**src/rtl/game_score_manager.sv**
```systemverilog
// game_score_manager: frame-level event stage behind the collision detector.
// Collapses pixel-level collision strobes into per-frame events, runs the
// IDLE/PLAYING/GAME_OVER state machine and maintains score, lives and the
// post-damage immunity counter.
// Optional feature macro: SCORE_BONUS_LIFE_EN (bonus life each BONUS_STEP points).
module game_score_manager #(
  parameter int START_LIVES   = 3,
  parameter int MAX_LIVES     = 7,
  parameter int ENEMY_POINTS  = 10,
  parameter int HD_POINTS     = 25,
  parameter int MAX_SCORE     = 9999,
  parameter int INVULN_FRAMES = 60,
  parameter int BONUS_STEP    = 500
) (
  input  logic        clk,
  input  logic        reset,
  input  logic        startOfFrame,
  input  logic        startGame,
  input  logic [2:0]  ShotEnemyCollision,
  input  logic [2:0]  ShotBoxCollision,
  input  logic        ShotHeadsDownCollision,
  input  logic        TowerEnemyHUCollision,
  input  logic        towerPlayerCollision,
  output logic [2:0]  shotKill,
  output logic [2:0]  shotBlocked,
  output logic [13:0] score,
  output logic [2:0]  lives,
  output logic        playing,
  output logic        gameOver,
  output logic        invulnerable
);

  localparam int INV_W = (INVULN_FRAMES < 2) ? 1 : $clog2(INVULN_FRAMES + 1);

  typedef enum logic [1:0] {
    S_IDLE,
    S_PLAYING,
    S_GAME_OVER
  } state_t;

  state_t           state, state_n;
  logic [INV_W-1:0] inv_cnt, inv_n;
  logic [2:0]       kill_l, kill_n, blk_l, blk_n;
  logic             hd_l, hd_n, dmg_l, dmg_n;
  logic [13:0]      score_n;
  logic [2:0]       lives_n, shot_kill_n, shot_blocked_n;
  logic [15:0]      sum;
  logic [1:0]       kill_cnt;
  logic [3:0]       lives_calc;
  logic             lose, gain;

  // Next-state, frame latch and commit arithmetic
  always_comb begin
    state_n        = state;
    score_n        = score;
    lives_n        = lives;
    inv_n          = inv_cnt;
    kill_n         = '0;
    blk_n          = '0;
    hd_n           = 1'b0;
    dmg_n          = 1'b0;
    shot_kill_n    = '0;
    shot_blocked_n = '0;

    kill_cnt = 2'({1'b0, kill_l[0]}) + 2'({1'b0, kill_l[1]}) + 2'({1'b0, kill_l[2]});
    sum      = 16'(score) + 16'(kill_cnt) * 16'(ENEMY_POINTS)
             + (hd_l ? 16'(HD_POINTS) : 16'd0);
    lose     = dmg_l && (inv_cnt == '0);
`ifdef SCORE_BONUS_LIFE_EN
    // Only a non-saturating commit that lands in a higher BONUS_STEP bucket earns a life
    gain     = (sum <= 16'(MAX_SCORE)) &&
               ((sum / 16'(BONUS_STEP)) != (16'(score) / 16'(BONUS_STEP)));
`else
    gain     = 1'b0;
`endif
    lives_calc = 4'(lives) - 4'(lose) + 4'(gain);
    if (lives_calc > 4'(MAX_LIVES)) lives_calc = 4'(MAX_LIVES);

    case (state)
      S_PLAYING: begin
        if (startOfFrame) begin
          // Commit the finished frame; this cycle's strobes seed the next frame
          score_n        = (sum > 16'(MAX_SCORE)) ? 14'(MAX_SCORE) : sum[13:0];
          lives_n        = lives_calc[2:0];
          shot_kill_n    = kill_l;
          shot_blocked_n = blk_l & ~kill_l;
          if (lose)                inv_n = INV_W'(INVULN_FRAMES);
          else if (inv_cnt != '0)  inv_n = inv_cnt - 1'b1;
          if (lives_calc == 4'd0) begin
            state_n = S_GAME_OVER;
          end else begin
            kill_n = ShotEnemyCollision;
            blk_n  = ShotBoxCollision;
            hd_n   = ShotHeadsDownCollision;
            dmg_n  = towerPlayerCollision | TowerEnemyHUCollision;
          end
        end else begin
          kill_n = kill_l | ShotEnemyCollision;
          blk_n  = blk_l | ShotBoxCollision;
          hd_n   = hd_l | ShotHeadsDownCollision;
          dmg_n  = dmg_l | towerPlayerCollision | TowerEnemyHUCollision;
        end
      end
      default: begin
        if (startGame) begin
          state_n = S_PLAYING;
          score_n = '0;
          lives_n = 3'(START_LIVES);
          inv_n   = '0;
        end
      end
    endcase
  end

  // State, latch and registered-output update
  always_ff @(posedge clk) begin
    if (reset) begin
      state        <= S_IDLE;
      score        <= '0;
      lives        <= '0;
      inv_cnt      <= '0;
      kill_l       <= '0;
      blk_l        <= '0;
      hd_l         <= 1'b0;
      dmg_l        <= 1'b0;
      shotKill     <= '0;
      shotBlocked  <= '0;
      playing      <= 1'b0;
      gameOver     <= 1'b0;
      invulnerable <= 1'b0;
    end else begin
      state        <= state_n;
      score        <= score_n;
      lives        <= lives_n;
      inv_cnt      <= inv_n;
      kill_l       <= kill_n;
      blk_l        <= blk_n;
      hd_l         <= hd_n;
      dmg_l        <= dmg_n;
      shotKill     <= shot_kill_n;
      shotBlocked  <= shot_blocked_n;
      playing      <= (state_n == S_PLAYING);
      gameOver     <= (state_n == S_GAME_OVER);
      invulnerable <= (inv_n != '0);
    end
  end

endmodule

```
**config.mk**
```make
export PLATFORM = sky130hd
export DESIGN_NAME = game_score_manager
export DESIGN_NICKNAME = d
export VERILOG_FILES = /design/src/rtl/game_score_manager.sv
export SDC_FILE = /design/constraint.sdc
export NUM_CORES = 1
export LEC_CHECK = 0
export ABC_AREA = 1
export CORE_AREA = 2 2 79 81
export DETAILED_ROUTE_END_ITERATION = 12
export DIE_AREA = 0 0 81 83
export PLACE_DENSITY = 0.66
export SETUP_SLACK_MARGIN = 0.3
export SYNTH_ARGS = -nofsm -noshare
export SYNTH_HDL_FRONTEND = slang
export SYNTH_SLANG_ARGS = --single-unit
```
**constraint.sdc**
```tcl
create_clock -name clk -period 4.55 [get_ports clk]
set_clock_uncertainty 0.05 [all_clocks]
set_input_delay 0.6825 -clock clk [delete_from_list [all_inputs] [get_ports clk]]
set_output_delay 0.6825 -clock clk [all_outputs]
set_load 0.1 [all_outputs]
```
# Word level (Yosys, flattened, before mapping)
# Cells that the tools add are included.
# Widths: inputs -> output; s select.
# word_totals
regBits,42
in_bits,13
out_inout_bits,26
word_cells,71
# classes
addsub,6
multipliers,1
magnitude_cmp,2
eq_ne,4
muxes,26
n_bitwise,10
n_reduce_logical,9
# op_table
op,count
$mux 14,4
$mux 6,5
$mux 3,7
$add 15x5->16,1
$gt 16x14->1 const B,1
$add 14x6->15,1
$reduce_bool 6->1,2
$mux 2,4
$logic_not 6->1,1
$or 3x3->3,2
$sub 6x1->6 const B,1
$mul 2x3->5 const B,1
$mux 5,1
$eq 2x1->1 const B,2
$gt 4x3->1 const B,1
$logic_not 4->1,1
$mux 1,4
$mux 4,1
$or 1x1->1,4
$sub 3x1->4,1
$and 3x3->3,1
$not 3->3,1
$reduce_or 3->1,1
$add 1x1->2,1
8 further kinds,9

# Longest topological paths before layout
# logic_depth
depth_word,10
mapped_depth,19
mapped_depth_nobuf,18

# Worst setup path before layout
# Ideal clock, no wire load.
# synth_timing
path_kind,register to register
start,register score[4]
end,register score[10]
setup_time_ns,0.070
arrival_time_ns,3.176
t_required_ns,4.430
path_slack_ns,1.254
path_stages_with_launch,19
path_buffers,1
synth_period_minus_slack_ns,3.296
path_cell_list,dfxtp_1 > inv_1 > fa_1 > inv_1 > ha_1 > nand2_1 > nand2_1 > inv_1 > nand2_1 > nand2_1 > nand2_1 > nand2_1 > nand2_2 > nor2_1 > nand4_2 > buf_6 > nand3_1 > nand2_1 > a21oi_1
# synth_between
elab_chain_len,6
# synth_rtl
element,line_no,source
from (decl),26,"output logic [13:0] score,"
from (signal assigned),133,score <= score_n;
$add 14x6->15 (*),66,sum = 16'(score) + 16'(kill_cnt) * 16'(ENEMY_POINTS)
$add 15x5->16 (*),67,+ (hd_l ? 16'(HD_POINTS) : 16'd0);
$gt 16x14->1,83,score_n = (sum > 16'(MAX_SCORE)) ? 14'(MAX_SCORE) : sum[13:0];
$mux 14 (*),83,
$mux 14 (*),81,if (startOfFrame) begin
$mux 14 (*),79,case (state)
# Every way passes the cells marked *; elsewhere a longest branch is shown, timed or not. The select of a mux whose other input is x is not followed.
# A chain may end at the register's enable or synchronous reset.

# Final worst setup path
# layout_timing
start,register kill_l[0]
end,register score[2]
# layout_between
elab_chain_len,9
# layout_rtl
element,line_no,source
from (decl),43,"logic [2:0] kill_l, kill_n, blk_l, blk_n;"
from (signal assigned),136,kill_l <= kill_n;
$add 1x1->2 (*),65,"kill_cnt = 2'({1'b0, kill_l[0]}) + 2'({1'b0, kill_l[1]}) + 2'({1'b0, kill_l[2]});"
$add 2x1->2 (*),65,
$mul 2x3->5 (*),66,
$add 14x6->15 (*),66,
$add 15x5->16 (*),67,
$gt 16x14->1,83,
$mux 14 (*),83,
$mux 14 (*),81,
$mux 14 (*),79,
# Marked as above.

==> impl_metrics.csv <==
group,metric,value,unit
status,outcome,"finished clean",
worst_setup_path,reg2reg_slack,1.02,ns
detailed_routing,viasPerCell,4.99,
clocking,h-tree-depth,2,
clocking,postCtsSetupBuffers,0,
power,switchingPower,0.280,mW
global_route,grt_first_pass_wirelength,9850,um
detailed_routing,vias,2466,
job,cap_viol_max_count,0,
logic_synthesis,synth_edf_count,0,
worst_setup_path,max_stage_delay,0.53,ns
detailed_routing,drt-initial-drc-count,151,
timing,slew_headroom,34.8,%
final_layout,drive_above_1_share,5.97,%
clocking,cts.sink_count,42,
power,combPwrFrac,21.9,%
logic_synthesis,synth_mux_area_share,0,%
timing,clock.fmax,283,MHz
logic_synthesis,yosysSeqAreaShare,33.2,%
logic_synthesis,synth_top_area_share,33.2,%
final_layout,area_delta_synth_final,20.3,%
logic_synthesis,synth.area.top_cells,"dfxtp_1 (33%), nand2_1 (13%), inv_1 (9.8%), nand3_1 (6.5%), nor2_1 (6.1%)",
final_layout,mostFrequentLayoutCells,"nand2_1 (87), inv_1 (66), dfxtp_1 (42)",
global_route,grt-ovfl-total,0,
worst_hold_path,min_path_type,"flip-flop to flip-flop",
clocking,ctsResizeCount,0,
final_layout,diodes,0,
worst_setup_path,critPathMaxFanout,14,
timing,fin_tns_setup,0,ns
worst_setup_path,critPathSlowestCell,"fa_1",
worst_setup_path,reg2reg_depth,18,
floorplan,ios,39,
worst_setup_path,critical_path.endpoint_type,"flip-flop",
worst_setup_path,r2r_end,"score[2]$_SDFFE_PP0P_",
power,p_int,0.549,mW
worst_setup_path,start_kind,"flip-flop",
clocking,cts_root_buf,"clkbuf_8",
floorplan,die_h,83,um
place,placed_area,0.00296,sq mm
global_route,grt_pass1_vias,2203,
logic_synthesis,ys_ff_latch,42,
worst_setup_path,worstPathRequired,4.74,ns
final_layout,stdcell_area,0.00305,sq mm
clocking,cts.path.max_buffers,2,
clocking,cts-buffers-inserted,5,
timing,finalHoldViolCount,0,
power,irDropWorstVdd,0.218,mV
place,gp_congestion,0.855,
place,dpl_worst_slack,1.04,ns
final_layout,fillerInstances,618,
logic_synthesis,ys.flop_type,"dfxtp_1",
worst_setup_path,critPathBufInv,3,
logic_synthesis,yosys_warnings,0,
detailed_routing,drt_wl_total,5830,um
global_route,grt_max_degree,27,
power,leakagePower,1.45,nW
power,power-per-cell-area,272,mW/mm^2
place,hpwl,4480,um
worst_setup_path,crit_end,"score[2]$_SDFFE_PP0P_",
power,switching_share,33.8,%
floorplan,floorplan.core_area,0.00582,sq mm
worst_setup_path,rr_startpoint,"kill_l[0]$_SDFF_PP0_",
floorplan,initial_core_util,43.6,%
final_layout,regArea,841,sq um
logic_synthesis,synthAdderAreaFrac,9.09,%
worst_setup_path,crit_family,"adder cells",
place,io_buffers,38,
detailed_routing,ant_nets,0,
final_layout,stdcell_count,494,
logic_synthesis,synth_xor_area_share,0.691,%
logic_synthesis,avgSynthCellArea,6.63,sq um
detailed_routing,dr.pass1.iters,5,
logic_synthesis,synth_nets,411,
place,dpl.cell_count,486,
timing,fin_ws,1.02,ns
worst_setup_path,crit_top_cell,"nand2_1",
logic_synthesis,synth_compound_area_share,11.4,%
logic_synthesis,synth_top_family_by_area,"simple AND/OR/NAND/NOR gates",
worst_setup_path,cp.depth,18,
worst_setup_path,worst-setup-path-type,"flip-flop to flip-flop",
clocking,clkTransAtPathRegs,0.09,ns
worst_setup_path,arrival,3.72,ns
final_layout,multi_input_area,0.00137,sq mm
timing,min_period,3.53,ns
logic_synthesis,synth_simple_gate_area_share,32.9,%
detailed_routing,drc_errors,0,
logic_synthesis,yosysUniqueCellTypes,30,
floorplan,rows,28,
timing,worst_pin_slew,0.975,ns
logic_synthesis,syn_area,0.00253,sq mm
final_layout,layout_commonest_cell,"nand2_1",
logic_synthesis,synthCells,382,
timing,fin_crit_sh,77.6,%
timing,slew_violations,0,
worst_setup_path,cp-startpoint,"kill_l[0]$_SDFF_PP0_",
power,power_frac_seq,47.3,%
timing,setup_viol,0,
clocking,insertion_delay,0.30,ns
worst_setup_path,worstPathCellList,"fa_1 > ha_1 > ha_1 > inv_1 > fa_1 > inv_1 > nand2_1 > nand2_1 > nand3_1 > nand2_1 > nand3_1 > nand2_1 > inv_1 > nor2_1 > nand4_2 > nand3_1 > nand2_1 > a21oi_1",
final_layout,nets,447,
clocking,hold_buffers,0,
floorplan,die_area,0.00672,sq mm
timing,hold_ws,0.404,ns
clocking,cts_tree,"done",
floorplan,die_x,81,um
detailed_routing,wl_per_cell,11.8,um
logic_synthesis,async_flop_share,0,%
global_route,grt_usage,18.2,%
global_route,antenna_found_initial,0,
power,clock_power_share,30.9,%
logic_synthesis,yosysTopAreaCell,"dfxtp_1",
timing,rsz0062_at_grt,"no",
## cell families after synthesis
family / count (synthesis)
flops: 42
compound gates: 52
fa+ha+maj: 16
buf+inv: 80
xor+xnor: 2
simple gates: 190
## metrics by stage
step,power [mW],utilization [%]
after floorplan,0.536,-
after global placement,0.581,50.8
final,0.829,52.4
after global routing,0.873,52.4
after CTS,0.838,52.4
after detailed placement,0.582,50.8
## layer usage
metal | global-route usage (%) | up-vias | routed length, um
met2 | 29.5 | 49 | 2820
met4 | 5.08 | 0 | 49
met3 | 3.37 | 4 | 198
li1 | - | 1283 | -
met1 | 24.7 | 1130 | 2760
met5 | 0 | - | 0
## Yosys cell counts (all sizes together), types with 6 or more instances
| master | instances |
|---|---|
| nand3 | 34 |
| nand4 | 8 |
| nor2 | 44 |
| ha | 12 |
| inv | 70 |
| nand2 | 91 |
| o21ai | 20 |
| a21oi | 22 |
| clkbuf | 6 |
| nor3 | 6 |
| dfxtp | 42 |
## worst reg2reg max path: cells and delay by family, from the launching register on
family                     cells  cell delay (ns)
adders and majority gates      4             1.49
buffers and inverters          3             0.25
AOI/OAI and AO/OA              1             0.13
and+or+nand+nor               10             1.19
DFF                            1             0.35
## how the worst min path moves through the flow
| stage | cells past startpoint | slack (ns) | to | start |
|---|---|---|---|---|
| after global routing | 2 | 0.42 | shotBlocked[0]$_SDFF_PP0_ | blk_l[0]$_SDFF_PP0_ |
| after floorplan | 2 | 0.37 | shotBlocked[0]$_SDFF_PP0_ | blk_l[0]$_SDFF_PP0_ |
| after global placement | 2 | 0.40 | shotBlocked[2]$_SDFF_PP0_ | blk_l[2]$_SDFF_PP0_ |
| after detailed placement | 2 | 0.39 | shotBlocked[2]$_SDFF_PP0_ | blk_l[2]$_SDFF_PP0_ |
| final | 2 | 0.40 | shotBlocked[0]$_SDFF_PP0_ | blk_l[0]$_SDFF_PP0_ |
| after CTS | 2 | 0.41 | shotBlocked[2]$_SDFF_PP0_ | blk_l[2]$_SDFF_PP0_ |
## sequential cells by signal (all words and copies together), names as in the netlist
register	flops
score	14
inv_cnt	6
blk_l	3
kill_l	3
lives	3
shotBlocked	3
shotKill	3
state	2
dmg_l	1
gameOver	1
hd_l	1
invulnerable	1
playing	1
## power groups by stage
stage	Clock [mW]	Sequential (mW)	Combinational (mW)
2_1_floorplan	0	0.444	0.0924
3_3_place_gp	0	0.400	0.181
3_5_place_dp	0	0.400	0.182
4_1_cts	0.264	0.392	0.182
5_1_grt	0.279	0.394	0.200
6_report	0.256	0.392	0.181
## cell type report
| type | count | share of cell area [%] |
|---|---|---|
| multi-input cells | 260 | 44.9 |
| flip-flops and latches | 42 | 27.6 |
| repair buffers | 39 | 12.7 |
| inverters | 70 | 8.62 |
| well taps | 75 | 3.08 |
| clock buffers | 5 | 2.26 |
| clock inverters | 3 | 0.821 |
(Power assumes the default switching activity.)
